<file path="src/rtl/ahb_lite_burst_master.sv">
// AHB-Lite burst master: one command per handshake, SINGLE/INCR/INCRx/WRAPx with pipelined phases.
// Optional AHB_MST_ERR_ABORT_EN: an ERROR response cancels the remaining beats of the burst.
module ahb_lite_burst_master #(
  parameter int ADDR_W = 32,
  parameter int DATA_W = 32,
  parameter int LEN_W  = 5
) (
  input  logic              HCLK,
  input  logic              HRESETn,
  input  logic              cmd_valid,
  output logic              cmd_ready,
  input  logic              cmd_write,
  input  logic [ADDR_W-1:0] cmd_addr,
  input  logic [2:0]        cmd_burst,
  input  logic [2:0]        cmd_size,
  input  logic [LEN_W-1:0]  cmd_len,
  input  logic [DATA_W-1:0] wr_data,
  output logic              wr_pop,
  output logic [DATA_W-1:0] rd_data,
  output logic              rd_valid,
  output logic              done,
  output logic              err,
  output logic [ADDR_W-1:0] HADDR,
  output logic [1:0]        HTRANS,
  output logic [2:0]        HBURST,
  output logic [2:0]        HSIZE,
  output logic              HWRITE,
  output logic [DATA_W-1:0] HWDATA,
  input  logic              HREADY,
  input  logic [DATA_W-1:0] HRDATA,
  input  logic              HRESP
);

  localparam int CNT_W    = (LEN_W > 5) ? LEN_W : 5;
  localparam int MAX_SIZE = $clog2(DATA_W / 8);

  localparam logic [1:0] ST_IDLE = 2'd0;
  localparam logic [1:0] ST_ADDR = 2'd1;
  localparam logic [1:0] ST_LAST = 2'd2;

  localparam logic [1:0] HT_IDLE   = 2'b00;
  localparam logic [1:0] HT_NONSEQ = 2'b10;
  localparam logic [1:0] HT_SEQ    = 2'b11;

  localparam logic [2:0] HB_SINGLE = 3'b000;
  localparam logic [2:0] HB_INCR   = 3'b001;

  logic [1:0]        state_q,    state_d;
  logic [ADDR_W-1:0] haddr_q,    haddr_d;
  logic [1:0]        htrans_q,   htrans_d;
  logic [2:0]        hburst_q,   hburst_d;
  logic [2:0]        hsize_q,    hsize_d;
  logic              hwrite_q,   hwrite_d;
  logic [DATA_W-1:0] hwdata_q,   hwdata_d;
  logic [DATA_W-1:0] rd_data_q,  rd_data_d;
  logic              rd_valid_q, rd_valid_d;
  logic              done_q,     done_d;
  logic              err_q,      err_d;
  logic [CNT_W-1:0]  cnt_q,      cnt_d;
  logic              dph_q,      dph_d;
  logic              err_acc_q,  err_acc_d;

  logic [2:0]        size_c;
  logic [CNT_W-1:0]  first_cnt;
  logic [ADDR_W-1:0] step, inc_addr, wrap_addr, next_addr;
  logic [7:0]        wrap_beats, wrap_mask;
  logic              is_wrap, kb_cross, addr_done, resp_hit;

  // Gated by reset so every output reads 0 while HRESETn is low.
  assign cmd_ready = (state_q == ST_IDLE) && HRESETn;
  assign wr_pop    = HREADY && hwrite_q && (htrans_q != HT_IDLE);
  assign addr_done = (htrans_q != HT_IDLE) && HREADY;
  assign resp_hit  = dph_q && HRESP;

  always_comb begin
    size_c = (cmd_size > 3'(MAX_SIZE)) ? 3'(MAX_SIZE) : cmd_size;
    case (cmd_burst)
      3'b000:         first_cnt = '0;
      3'b001:         first_cnt = CNT_W'(cmd_len);
      3'b010, 3'b011: first_cnt = CNT_W'(3);
      3'b100, 3'b101: first_cnt = CNT_W'(7);
      default:        first_cnt = CNT_W'(15);
    endcase
  end

  // Wrapping keeps the upper address bits and rolls only the low beats<<size window.
  always_comb begin
    step     = ADDR_W'(1) << hsize_q;
    inc_addr = haddr_q + step;
    is_wrap  = (hburst_q != HB_SINGLE) && !hburst_q[0];
    case (hburst_q[2:1])
      2'b01:   wrap_beats = 8'd4;
      2'b10:   wrap_beats = 8'd8;
      default: wrap_beats = 8'd16;
    endcase
    wrap_mask = (wrap_beats << hsize_q) - 8'd1;
    wrap_addr = (haddr_q & ~ADDR_W'(wrap_mask)) | (inc_addr & ADDR_W'(wrap_mask));
    next_addr = is_wrap ? wrap_addr : inc_addr;
    kb_cross  = !is_wrap && (next_addr[9:0] == '0);
  end

  always_comb begin
    state_d    = state_q;
    haddr_d    = haddr_q;
    htrans_d   = htrans_q;
    hburst_d   = hburst_q;
    hsize_d    = hsize_q;
    hwrite_d   = hwrite_q;
    hwdata_d   = hwdata_q;
    rd_data_d  = rd_data_q;
    rd_valid_d = 1'b0;
    done_d     = 1'b0;
    err_d      = 1'b0;
    cnt_d      = cnt_q;
    dph_d      = HREADY ? (htrans_q != HT_IDLE) : dph_q;
    err_acc_d  = err_acc_q | resp_hit;

    if (wr_pop) hwdata_d = wr_data;

    if (dph_q && HREADY && !hwrite_q) begin
      rd_data_d = HRDATA;
`ifdef AHB_MST_ERR_ABORT_EN
      rd_valid_d = !HRESP;
`else
      rd_valid_d = 1'b1;
`endif
    end

    case (state_q)
      ST_IDLE: begin
        if (cmd_valid && cmd_ready) begin
          state_d   = ST_ADDR;
          haddr_d   = cmd_addr;
          htrans_d  = HT_NONSEQ;
          hburst_d  = cmd_burst;
          hsize_d   = size_c;
          hwrite_d  = cmd_write;
          cnt_d     = first_cnt;
          err_acc_d = 1'b0;
        end
      end
      ST_ADDR: begin
        if (addr_done) begin
          if (cnt_q == '0) begin
            htrans_d = HT_IDLE;
            state_d  = ST_LAST;
          end else begin
            cnt_d   = cnt_q - CNT_W'(1);
            haddr_d = next_addr;
            if (kb_cross) begin
              htrans_d = HT_NONSEQ;
              hburst_d = HB_INCR;
            end else begin
              htrans_d = HT_SEQ;
            end
          end
        end
      end
      ST_LAST: begin
        if (HREADY) begin
          state_d = ST_IDLE;
          done_d  = 1'b1;
          err_d   = err_acc_q | resp_hit;
        end
      end
      default: state_d = ST_IDLE;
    endcase

`ifdef AHB_MST_ERR_ABORT_EN
    // First ERROR cycle: drop the pending address phase and finish with the errored data phase.
    if ((state_q != ST_IDLE) && resp_hit && !HREADY) begin
      htrans_d = HT_IDLE;
      state_d  = ST_LAST;
    end
`endif
  end

  always_ff @(posedge HCLK or negedge HRESETn) begin
    if (!HRESETn) begin
      state_q    <= ST_IDLE;
      haddr_q    <= '0;
      htrans_q   <= HT_IDLE;
      hburst_q   <= '0;
      hsize_q    <= '0;
      hwrite_q   <= 1'b0;
      hwdata_q   <= '0;
      rd_data_q  <= '0;
      rd_valid_q <= 1'b0;
      done_q     <= 1'b0;
      err_q      <= 1'b0;
      cnt_q      <= '0;
      dph_q      <= 1'b0;
      err_acc_q  <= 1'b0;
    end else begin
      state_q    <= state_d;
      haddr_q    <= haddr_d;
      htrans_q   <= htrans_d;
      hburst_q   <= hburst_d;
      hsize_q    <= hsize_d;
      hwrite_q   <= hwrite_d;
      hwdata_q   <= hwdata_d;
      rd_data_q  <= rd_data_d;
      rd_valid_q <= rd_valid_d;
      done_q     <= done_d;
      err_q      <= err_d;
      cnt_q      <= cnt_d;
      dph_q      <= dph_d;
      err_acc_q  <= err_acc_d;
    end
  end

  assign HADDR    = haddr_q;
  assign HTRANS   = htrans_q;
  assign HBURST   = hburst_q;
  assign HSIZE    = hsize_q;
  assign HWRITE   = hwrite_q;
  assign HWDATA   = hwdata_q;
  assign rd_data  = rd_data_q;
  assign rd_valid = rd_valid_q;
  assign done     = done_q;
  assign err      = err_q;

endmodule

</file>
<file path="config.mk">
export PLATFORM = sky130hd
export DESIGN_NAME = ahb_lite_burst_master
export DESIGN_NICKNAME = d
export VERILOG_FILES = /design/src/rtl/ahb_lite_burst_master.sv
export SDC_FILE = /design/constraint.sdc
export NUM_CORES = 1
export LEC_CHECK = 0
export CELL_PAD_IN_SITES_DETAIL_PLACEMENT = 2
export CELL_PAD_IN_SITES_GLOBAL_PLACEMENT = 2
export CORE_MARGIN = 2
export CORE_UTILIZATION = 28
export DETAILED_ROUTE_END_ITERATION = 10
export PLACE_DENSITY = 0.87
export SETUP_SLACK_MARGIN = 0.4
export SLEW_MARGIN = 20
export SYNTH_ARGS = -nofsm -noshare
export SYNTH_HDL_FRONTEND = slang
export SYNTH_SLANG_ARGS = --single-unit
</file>
<file path="constraint.sdc">
create_clock -name HCLK -period 8.2 [get_ports HCLK]
set_clock_uncertainty 0.05 [all_clocks]
set_input_delay 1.23 -clock HCLK [delete_from_list [all_inputs] [get_ports HCLK]]
set_output_delay 1.23 -clock HCLK [all_outputs]
set_load 0.1 [all_outputs]
</file>
==> run metrics, run 1 <==
status finished clean; hold path depth 2; first-pass GRT wire length 37.86 mm; pin count of the biggest net entering global routing 61; syn_nets 788; # Max-Cap Violations 0; capturing point of the worst reg2reg path HBURST[1]$_DFFE_PN0P_; Worst Path Buf+Inv 5; Syn Inst Count 660; CP max-delay cell clkdlybuf4s50_1; H-Tree Depth 4; clk buf depth 2; Final Cell Area 0.009261 mm^2; GPL Wtd Cong 0.7865; number of flops mapped to enable cells by yosys 0; Initial Utilization 28.52%; number of DRC violations after detailed routing 0; vias per cell 5.125; multi-input gate area in the final layout 0.003097 mm^2; Die W 153.1 um; final net count 1001; critical path's largest stage delay 1.13 ns; fin. max-slew vios 0; setup TNS 0 ns; clock-pin transition on the worst setup and hold timing paths 0.06 ns; post-DP HPWL 16.56 mm; clock root cell clkbuf_16; synth warn 0; CTS Hold Bufs 0; period utilisation layout 59.72%; Worst R2R Path Depth 11; # placed instances 1134; initial antenna violation count 1; # setup viols final 0; Worst-Margin Slew 1.054 ns; ys async rst share 100.0%; Distinct cells, synth 75; number of fill cells 2351; #FFs+latches synth 117; GRT Total Usage 20.30%; Achievable Freq 204.2 MHz; post-route ant nets 0; initial DRC count 192; Critical Path End Type primary output; critical path depth 7; Mapped Area 0.006223 mm^2; Post-Route WL 23.39 mm; vias post-DR 5981; Core Box Area 0.02182 mm^2; Post-CTS Setup Repair Bufs 0; total CTS buffers 17; CTS tree built; startpoint types input port; ys flop type dfrtp_1; Worst EP required 6.92 ns; final hold viol count 0; RSZ-0062 raised after global routing false; Die H 153.1 um; Critical Path AT 3.62 ns; Routed WL per cell 20.04 um; post-synthesis sequential area ratio 47.04%; commonest cells after routing, fill and taps aside clkdlybuf4s50_1, nand2_1, dfrtp_1; Pre-Repair DR Iteration Count 4; synthesized area per cell 9.429 um^2; Fin Hold WS 0.4263 ns; worst reg2reg path startpoint HSIZE[1]$_DFFE_PN0P_; placed inst area 0.008703 mm^2; crit path cell chain clkdlybuf4s50_1 > inv_2 > nor2_4 > nand2_1 > buf_4 > inv_1 > clkdlybuf4s50_1; Hold Path Origin rd_data[10]$_DFFE_PN0P_; Crit path top cell by count clkdlybuf4s50_1; FF/Latch Area 0.002928 mm^2; layout cells sized above 1 11.40%; Top Family by Delay on Critical Path buffers and inverters; crit path kind input port to primary output; Clock Sinks 117; gr ovfl total 0; relative slew slack 29.52%; row count 54; slack of the worst reg-to-reg path 4.71 ns; Area growth syn-to-layout 48.81%; Final Critical Period 4.897 ns; die footprint 0.02344 mm^2; Worst Hold Path EP rd_data[10]$_DFFE_PN0P_; Tightest Hold Check Type flop to flop; vias in the first global route 6709; most common cell after layout, fill and taps aside clkdlybuf4s50_1; Clock Latency Late Sink 0.41 ns; Ports 223; crit-path max FO 33; post-cts resize count 0; Final Non-Filler Cells 1167; I/O Buffers 222
-- synthesized netlist by cell type (all sizes together) (4+ instances only) --
master    n  area (um^2)
nand3b    4        30.03
o31a      4        35.03
nor2     33        138.9
clkbuf   18        67.56
a21o      6        45.04
inv      17        63.81
nor2b     4        25.02
ha       14        175.2
o21a      8        60.06
and3      5        36.28
a21oi    52        279.0
a31oi     7        43.79
nand2b    4        25.02
nor3     15        80.08
nand3     9        50.05
mux2     34        382.9
nor4      9        77.57
o21ai    59        295.3
buf      16        78.82
a211oi    6        50.05
dfrtp   117         2928
nor3b     6        55.05
and4b     4        40.04
o22ai     6        37.54
nand4     7        58.81
nand2   141        529.3
-- metal layers --
metal / track usage [%] / vias up / wire length (um)
li1: - / 2775 / -
met1: 24.81 / 3027 / 9960
met2: 35.69 / 153 / 11960
met3: 4.366 / 26 / 1088
met4: 6.393 / 0 / 384
met5: 0 / - / 0
-- cell type report --
type | instances | area share (%)
Multi-Input combinational cell | 492 | 33.44
Antenna cell | 1 | 0.02702
Tap cell | 280 | 3.783
Timing Repair Buffer | 228 | 24.45
Inverter | 17 | 0.6890
Sequential cell | 117 | 31.61
Clock buffer | 18 | 4.634
Clock inverter | 14 | 1.364
-- cell families (layout without fill, tap and decap cells) --
group                      Yosys count  after routing  synth area share [%]
xor gates and xnor gates             6              6                0.8445
buffers and inverters               51            277                 3.377
adders and majority gates           15             15                 3.136
muxes                               36             36                 6.474
AOI/OAI and AO/OA                  180            180                 18.98
and+or+nand+nor                    255            255                 20.14
DFF                                117            117                 47.04
other                                0              1                     0
-- worst register-to-register path, cell delays in order (launching register included) --
cell	delay, ns
dfrtp_1	0.56
nor3_1	0.45
ha_1	0.26
inv_1	0.06
fa_1	0.39
nand2b_1	0.22
a211oi_2	0.28
o21ai_0	0.26
nand2_1	0.19
o2111ai_2	0.16
nor4_2	0.37
a211oi_1	0.10
-- stage by stage --
stage | worst slack (ns) | util, %
finish | 3.303 | 42.44
CTS | 3.296 | 42.43
global placement | 3.333 | 39.86
global route | 3.202 | 42.43
detailed placement | 3.303 | 39.88
floorplan | 4.215 | -
-- flip-flops by register name (all words and copies together), names as in the netlist, 2 cells and up --
signal,count
HTRANS,2
HWDATA,32
HBURST,3
HADDR,32
rd_data,32
cnt_q,5
HSIZE,3
state_q,2
-- worst max path at each step --
stage,from,end,slack [ns]
floorplan,HRESETn,HADDR[1]$_DFFE_PN0P_,4.22
global placement,HREADY,wr_pop,3.33
detailed placement,HREADY,wr_pop,3.30
CTS,HREADY,wr_pop,3.30
global route,HREADY,wr_pop,3.20
finish,HREADY,wr_pop,3.30
Power of run 1 is not shown: default switching activity piles up to over one toggle a cycle in this logic, so the estimate is an artifact.
==> inputs of run 2 (changes only) <==
--- a/config.mk
+++ b/config.mk
@@ -8,9 +8,9 @@
 export CELL_PAD_IN_SITES_DETAIL_PLACEMENT = 2
 export CELL_PAD_IN_SITES_GLOBAL_PLACEMENT = 2
 export CORE_MARGIN = 2
-export CORE_UTILIZATION = 28
+export CORE_UTILIZATION = 24
 export DETAILED_ROUTE_END_ITERATION = 10
-export PLACE_DENSITY = 0.87
+export PLACE_DENSITY = 0.79
 export SETUP_SLACK_MARGIN = 0.4
 export SLEW_MARGIN = 20
 export SYNTH_ARGS = -nofsm -noshare
==> constraint.sdc (replaced) <==
create_clock -name HCLK -period 4 [get_ports HCLK]
set_clock_uncertainty 0.05 [all_clocks]
set_input_delay 0.6 -clock HCLK [delete_from_list [all_inputs] [get_ports HCLK]]
set_output_delay 0.6 -clock HCLK [all_outputs]
set_load 0.1 [all_outputs]
==> run 2 against run 1 <==
  * Non-clock buffer count up 4
  * Wire length down 0.74%
  * Critical path type is now flop to flop
  * Utilization down 5.4 points
==> run metrics, run 2 (synthesis results as in run 1) <==
RSZ-0062 raised after global routing false; Core Box Area 0.02533 mm^2 (+16%); Worst-Margin Slew 1.065 ns (+0.01099 ns); total CTS buffers 17 (unchanged); H-Tree Depth 4 (unchanged); post-placement setup slack 0.5457 ns (-2.757 ns); initial antenna violation count 1 (unchanged); # setup viols final 0 (unchanged); Worst R2R Path Depth 12 (+1); post-DP HPWL 16.83 mm (+1.6%); Pre-Repair DR Iteration Count 4 (unchanged); row count 58 (+7.4%); die footprint 0.02723 mm^2 (+16%); GPL Wtd Cong 0.7842 (-0.29%); vias in the first global route 6364 (-5.1%); worst reg2reg path startpoint HSIZE[1]$_DFFE_PN0P_; crit-path max FO 15 (-55%); final hold viol count 0 (unchanged); met2 Usage GRT 28.45% (-7.2 points); crit path kind flop to flop; number of fill cells 2790 (+19%); vias per cell 4.856 (-5.3%); Tightest Hold Check Type input port to async pin; pin count of the biggest net entering global routing 73 (+20%); fin. max-slew vios 0 (unchanged); relative slew slack 28.79% (-0.73 points); Die H 165.0 um (+7.8%); Clock Latency Late Sink 0.41 ns (about the same); most common cell after layout, fill and taps aside clkdlybuf4s50_1; vias post-DR 5924 (-0.95%); Critical Path End Type flop; capturing point of the worst reg2reg path HBURST[1]$_DFFE_PN0P_; startpoint types flop; I/O Buffers 222 (unchanged); Fin Hold WS 0.2923 ns (-0.1340 ns); clock-pin transition on the worst setup and hold timing paths 0.06 ns (about the same); layer with the highest usage met2; final net count 1005 (+0.40%); slack of the worst reg-to-reg path 0.56 ns (-4.15 ns); CTS tree built; Routed WL per cell 19.03 um (-5.1%); setup TNS 0 ns (unchanged); first-pass GRT wire length 36.15 mm (-4.5%); Post-Route WL 23.22 mm (-0.74%); gr ovfl total 0 (unchanged); status finished clean; Achievable Freq 290.8 MHz; layout cells sized above 1 12.36% (+0.96 points); # Max-Cap Violations 0 (unchanged); period utilisation layout 85.98%; diodes inserted 0 (-1); Ports 223 (unchanged); multi-input gate area in the final layout 0.003097 mm^2 (unchanged); Final Critical Period 3.439 ns; Crit. Startpoint HSIZE[1]$_DFFE_PN0P_; Clock Sinks 117 (unchanged); post-route ant nets 0 (unchanged); commonest cells after routing, fill and taps aside clkdlybuf4s50_1, nand2_1, dfrtp_1; initial DRC count 242 (+26%); FF/Latch Area 0.002929 mm^2 (about the same); clock root cell clkbuf_16; Initial Utilization 24.57% (-3.9 points); met3 Use GR 3.767% (-0.60 points); clk buf depth 2 (unchanged); grt met1 use 22.35% (-2.5 points); setup ws final 0.5607 ns (-2.743 ns); Worst EP required 4.21 ns (-2.71 ns); Die W 165.0 um (+7.8%); GRT Total Usage 17.06% (-3.2 points); number of DRC violations after detailed routing 0 (unchanged); Area growth syn-to-layout 50.68%; Critical Path AT 3.65 ns (+0.03 ns)
## run 2: changes by cell type in the layout (fill, tap and decap cells not counted), moves of 2 or more
cell             before  now
inv_8                 0    2
clkinvlp_4            5    2
clkdlybuf4s50_1     221  219
clkinv_4              0    4
buf_4                 7   12
## run 2: worst max-delay path, cell delays in order, from the launching register on
cell and delay (ns):
dfrtp_1 0.59, nor3_2 0.33, ha_1 0.21, inv_1 0.06, fa_1 0.40, xnor2_1 0.17
nor4b_1 0.32, o31ai_1 0.14, nor3b_1 0.24, o2111ai_1 0.24, nor4_2 0.33, buf_4 0.17
a211oi_1 0.05
## run 2: what timing repair did
| action | 4_1_cts | 5_1_grt |
|---|---|---|
| buffers inserted | 0 | 1 |
| gates resized for setup | 0 | 2 |
| endpoints found under the setup margin | 0 | 3 |
| hold buffers | 0 | 0 |
## run 2: through the flow
stage                     area (um^2)  util [%]  cells
after detailed placement         8791     34.71   1187
after global placement           8791     34.71   1187
final                            9378     37.03   1220
after CTS                        9364     36.97   1219
after floorplan                  6223         -    660
after global routing             9378     37.03   1220
## run 2: cell type report
cell class	instances	area share, %
well taps	330	4.403
repair buffers	232	24.55
multi-input cells	492	33.02
clock inverters	15	1.574
flip-flops and latches	117	31.23
clock buffers	17	4.536
inverters	17	0.6805
## run 2: metal layers
| metal | vias to the layer above | routed length, um |
|---|---|---|
| met3 | 26 | 1129 |
| met2 | 137 | 11450 |
| met5 | - | 12 |
| met1 | 2986 | 10270 |
| li1 | 2773 | - |
| met4 | 2 | 358 |
## run 2: worst max path at each step
stage                       endpoint  slack (ns)  cells past startpoint
6_report       HBURST[1]$_DFFE_PN0P_        0.56                     12
5_1_grt        HBURST[1]$_DFFE_PN0P_        0.37                     12
4_1_cts        HBURST[1]$_DFFE_PN0P_        0.53                     11
3_5_place_dp   HBURST[1]$_DFFE_PN0P_        0.55                     11
3_3_place_gp   HBURST[1]$_DFFE_PN0P_        0.81                     11
2_1_floorplan   HADDR[1]$_DFFE_PN0P_        0.65                      7
Power of run 2 is left out for the same reason.
==> inputs of run 3 (changes only) <==
--- a/config.mk
+++ b/config.mk
@@ -7,9 +7,9 @@
 export LEC_CHECK = 0
 export CELL_PAD_IN_SITES_DETAIL_PLACEMENT = 2
 export CELL_PAD_IN_SITES_GLOBAL_PLACEMENT = 2
-export CORE_MARGIN = 2
 export CORE_UTILIZATION = 24
 export DETAILED_ROUTE_END_ITERATION = 10
+export GPL_TIMING_DRIVEN = 0
 export PLACE_DENSITY = 0.79
 export SETUP_SLACK_MARGIN = 0.4
 export SLEW_MARGIN = 20
==> run 3 against run 2 <==
  * Hold slack got worse by 0.23 ns
  * Critical endpoint unchanged
  * Sequential share of layout area fell by 0.50 points
  * Setup slack gained 0.083 ns
  * Highest routed layer is now met4
  * First-iteration DRC count down 19%
==> run metrics, run 3 (synthesis results as in run 1) <==
Routed WL per cell 19.16 um (+0.65%); H-Tree Depth 4 (unchanged); crit path kind flop to flop; Achievable Freq 298.0 MHz (+2.5%); Post-Route WL 23.85 mm (+2.7%); slack of the worst reg-to-reg path 0.64 ns (+0.08 ns); Worst R2R Path Depth 12 (unchanged); vias post-DR 6027 (+1.7%); capturing point of the worst reg2reg path HBURST[1]$_DFFE_PN0P_; layout cells sized above 1 11.80% (-0.56 points); Critical Path AT 3.58 ns (-0.07 ns); fin. max-slew vios 0 (unchanged); final net count 1031 (+2.6%); setup ws final 0.6439 ns (+0.08320 ns); # setup viols final 0 (unchanged); Clock Latency Late Sink 0.42 ns (about the same); Clock Sinks 117 (unchanged); initial DRC count 197 (-19%); worst setup path end HBURST[1]$_DFFE_PN0P_; Core Box Area 0.02533 mm^2 (unchanged); pin count of the biggest net entering global routing 87 (+19%); most common cell after layout, fill and taps aside clkdlybuf4s50_1; Die W 163.0 um (-1.2%); Worst EP required 4.22 ns (about the same); post-route ant nets 0 (unchanged); post-DP HPWL 17.57 mm (+4.4%); post-placement setup slack 0.04489 ns (-0.5008 ns); Critical Path End Type flop; # Max-Cap Violations 0 (unchanged); relative slew slack 30.66% (+1.9 points); Pre-Repair DR Iteration Count 4 (unchanged); CTS tree built; Tightest Hold Check Type input port to async pin; commonest cells after routing, fill and taps aside clkdlybuf4s50_1, nand2_1, dfrtp_1; initial antenna violation count 0 (-1); startpoint types flop; Initial Utilization 24.57% (unchanged); diodes inserted 0 (unchanged); number of DRC violations after detailed routing 0 (unchanged); RSZ-0062 raised after global routing false; total CTS buffers 17 (unchanged); period utilisation layout 83.90% (-2.1 points); status finished clean; number of fill cells 2774 (-0.57%); I/O Buffers 222 (unchanged); FF/Latch Area 0.002928 mm^2 (about the same); worst reg2reg path startpoint HSIZE[1]$_DFFE_PN0P_; vias in the first global route 6640 (+4.3%); Final Critical Period 3.356 ns (-0.08320 ns); vias per cell 4.841 (-0.30%); Final Cell Area 0.009527 mm^2 (+1.6%); row count 58 (unchanged); first-pass GRT wire length 37.51 mm (+3.8%); Post-CTS Setup Repair Bufs 0 (unchanged); crit-path max FO 10 (-5); Worst-Margin Slew 1.037 ns (-0.02804 ns); gr ovfl total 0 (unchanged); final hold viol count 0 (unchanged); die footprint 0.02658 mm^2 (-2.4%); GPL Wtd Cong 0.7816 (-0.33%); clk buf depth 2 (unchanged); Area growth syn-to-layout 53.08%; Die H 163.0 um (-1.2%); clock root cell clkbuf_16; Ports 223 (unchanged); clock-pin transition on the worst setup and hold timing paths 0.06 ns (about the same); Crit. Startpoint HSIZE[1]$_DFFE_PN0P_; multi-input gate area in the final layout 0.003099 mm^2 (about the same); placed inst area 0.008891 mm^2 (+1.1%); GRT Total Usage 18.33% (+1.3 points); setup TNS 0 ns (unchanged)
[run 3: cell count changes in the layout (fill, tap and decap cells not counted), moves of 2 or more]
cell       delta
buf_2         +9
clkbuf_1     +18
inv_8         -2
buf_1         +5
buf_4        -10
bufinv_16     +2
[run 3: worst min-delay path by stage]
| stage | from | to | slack, ns | cells past startpoint |
|---|---|---|---|---|
| detailed placement | rd_data[0]$_DFFE_PN0P_ | rd_data[0]$_DFFE_PN0P_ | 0.42 | 2 |
| CTS | HRESETn | HADDR[13]$_DFFE_PN0P_ | 0.05 | 2 |
| global placement | rd_data[8]$_DFFE_PN0P_ | rd_data[8]$_DFFE_PN0P_ | 0.41 | 2 |
| finish | HRESETn | HADDR[13]$_DFFE_PN0P_ | 0.06 | 2 |
| global route | HRESETn | HADDR[13]$_DFFE_PN0P_ | 0.06 | 2 |
| floorplan | HRESETn | HADDR[0]$_DFFE_PN0P_ | 0.25 | 0 |
[run 3: stage by stage]
stage	instances	hold slack, ns	util, %
finish	1245	0.06004	37.61
global route	1245	0.06160	37.61
CTS	1245	0.05024	37.56
detailed placement	1213	0.4158	35.11
global placement	1212	0.4072	34.98
floorplan	660	0.2544	-
[run 3: what timing repair did]
action / CTS / global route
pin swaps: 0 / 0
endpoints found under the setup margin: 2 / 6
endpoints found under the hold margin: 32 / 0
hold buffers: 1 / 0
gates resized for setup: 4 / 2
[run 3: critical path, stage by stage (launching register included)]
cell and delay [ns]:
dfrtp_1 0.43, buf_2 0.23, nor3_2 0.30, ha_1 0.23, inv_1 0.06, fa_1 0.38
xnor2_1 0.16, nor4b_1 0.28, o31ai_1 0.12, nor3b_1 0.20, o2111ai_1 0.27, nor4_4 0.40
a211oi_1 0.09
[run 3: metal layers]
metal	share of wire [%]	track usage, %	vias to the layer above
met2	49	30.85	131
li1	-	-	2841
met4	1.7	5.990	0
met1	45	23.23	3029
met3	4.2	3.911	26
met5	0	0	-
[run 3: layout make-up]
cell class                      instances  share of cell area [%]
Buffer                                 34                   1.537
Clock buffer                           17                   4.465
Clock inverter                         14                   1.852
Inverter                               17                  0.6698
Multi-Input combinational cell        492                   32.53
Sequential cell                       117                   30.73
Tap cell                              330                   4.334
Timing Repair Buffer                  224                   23.88
Power of run 3 is left out for the same reason.
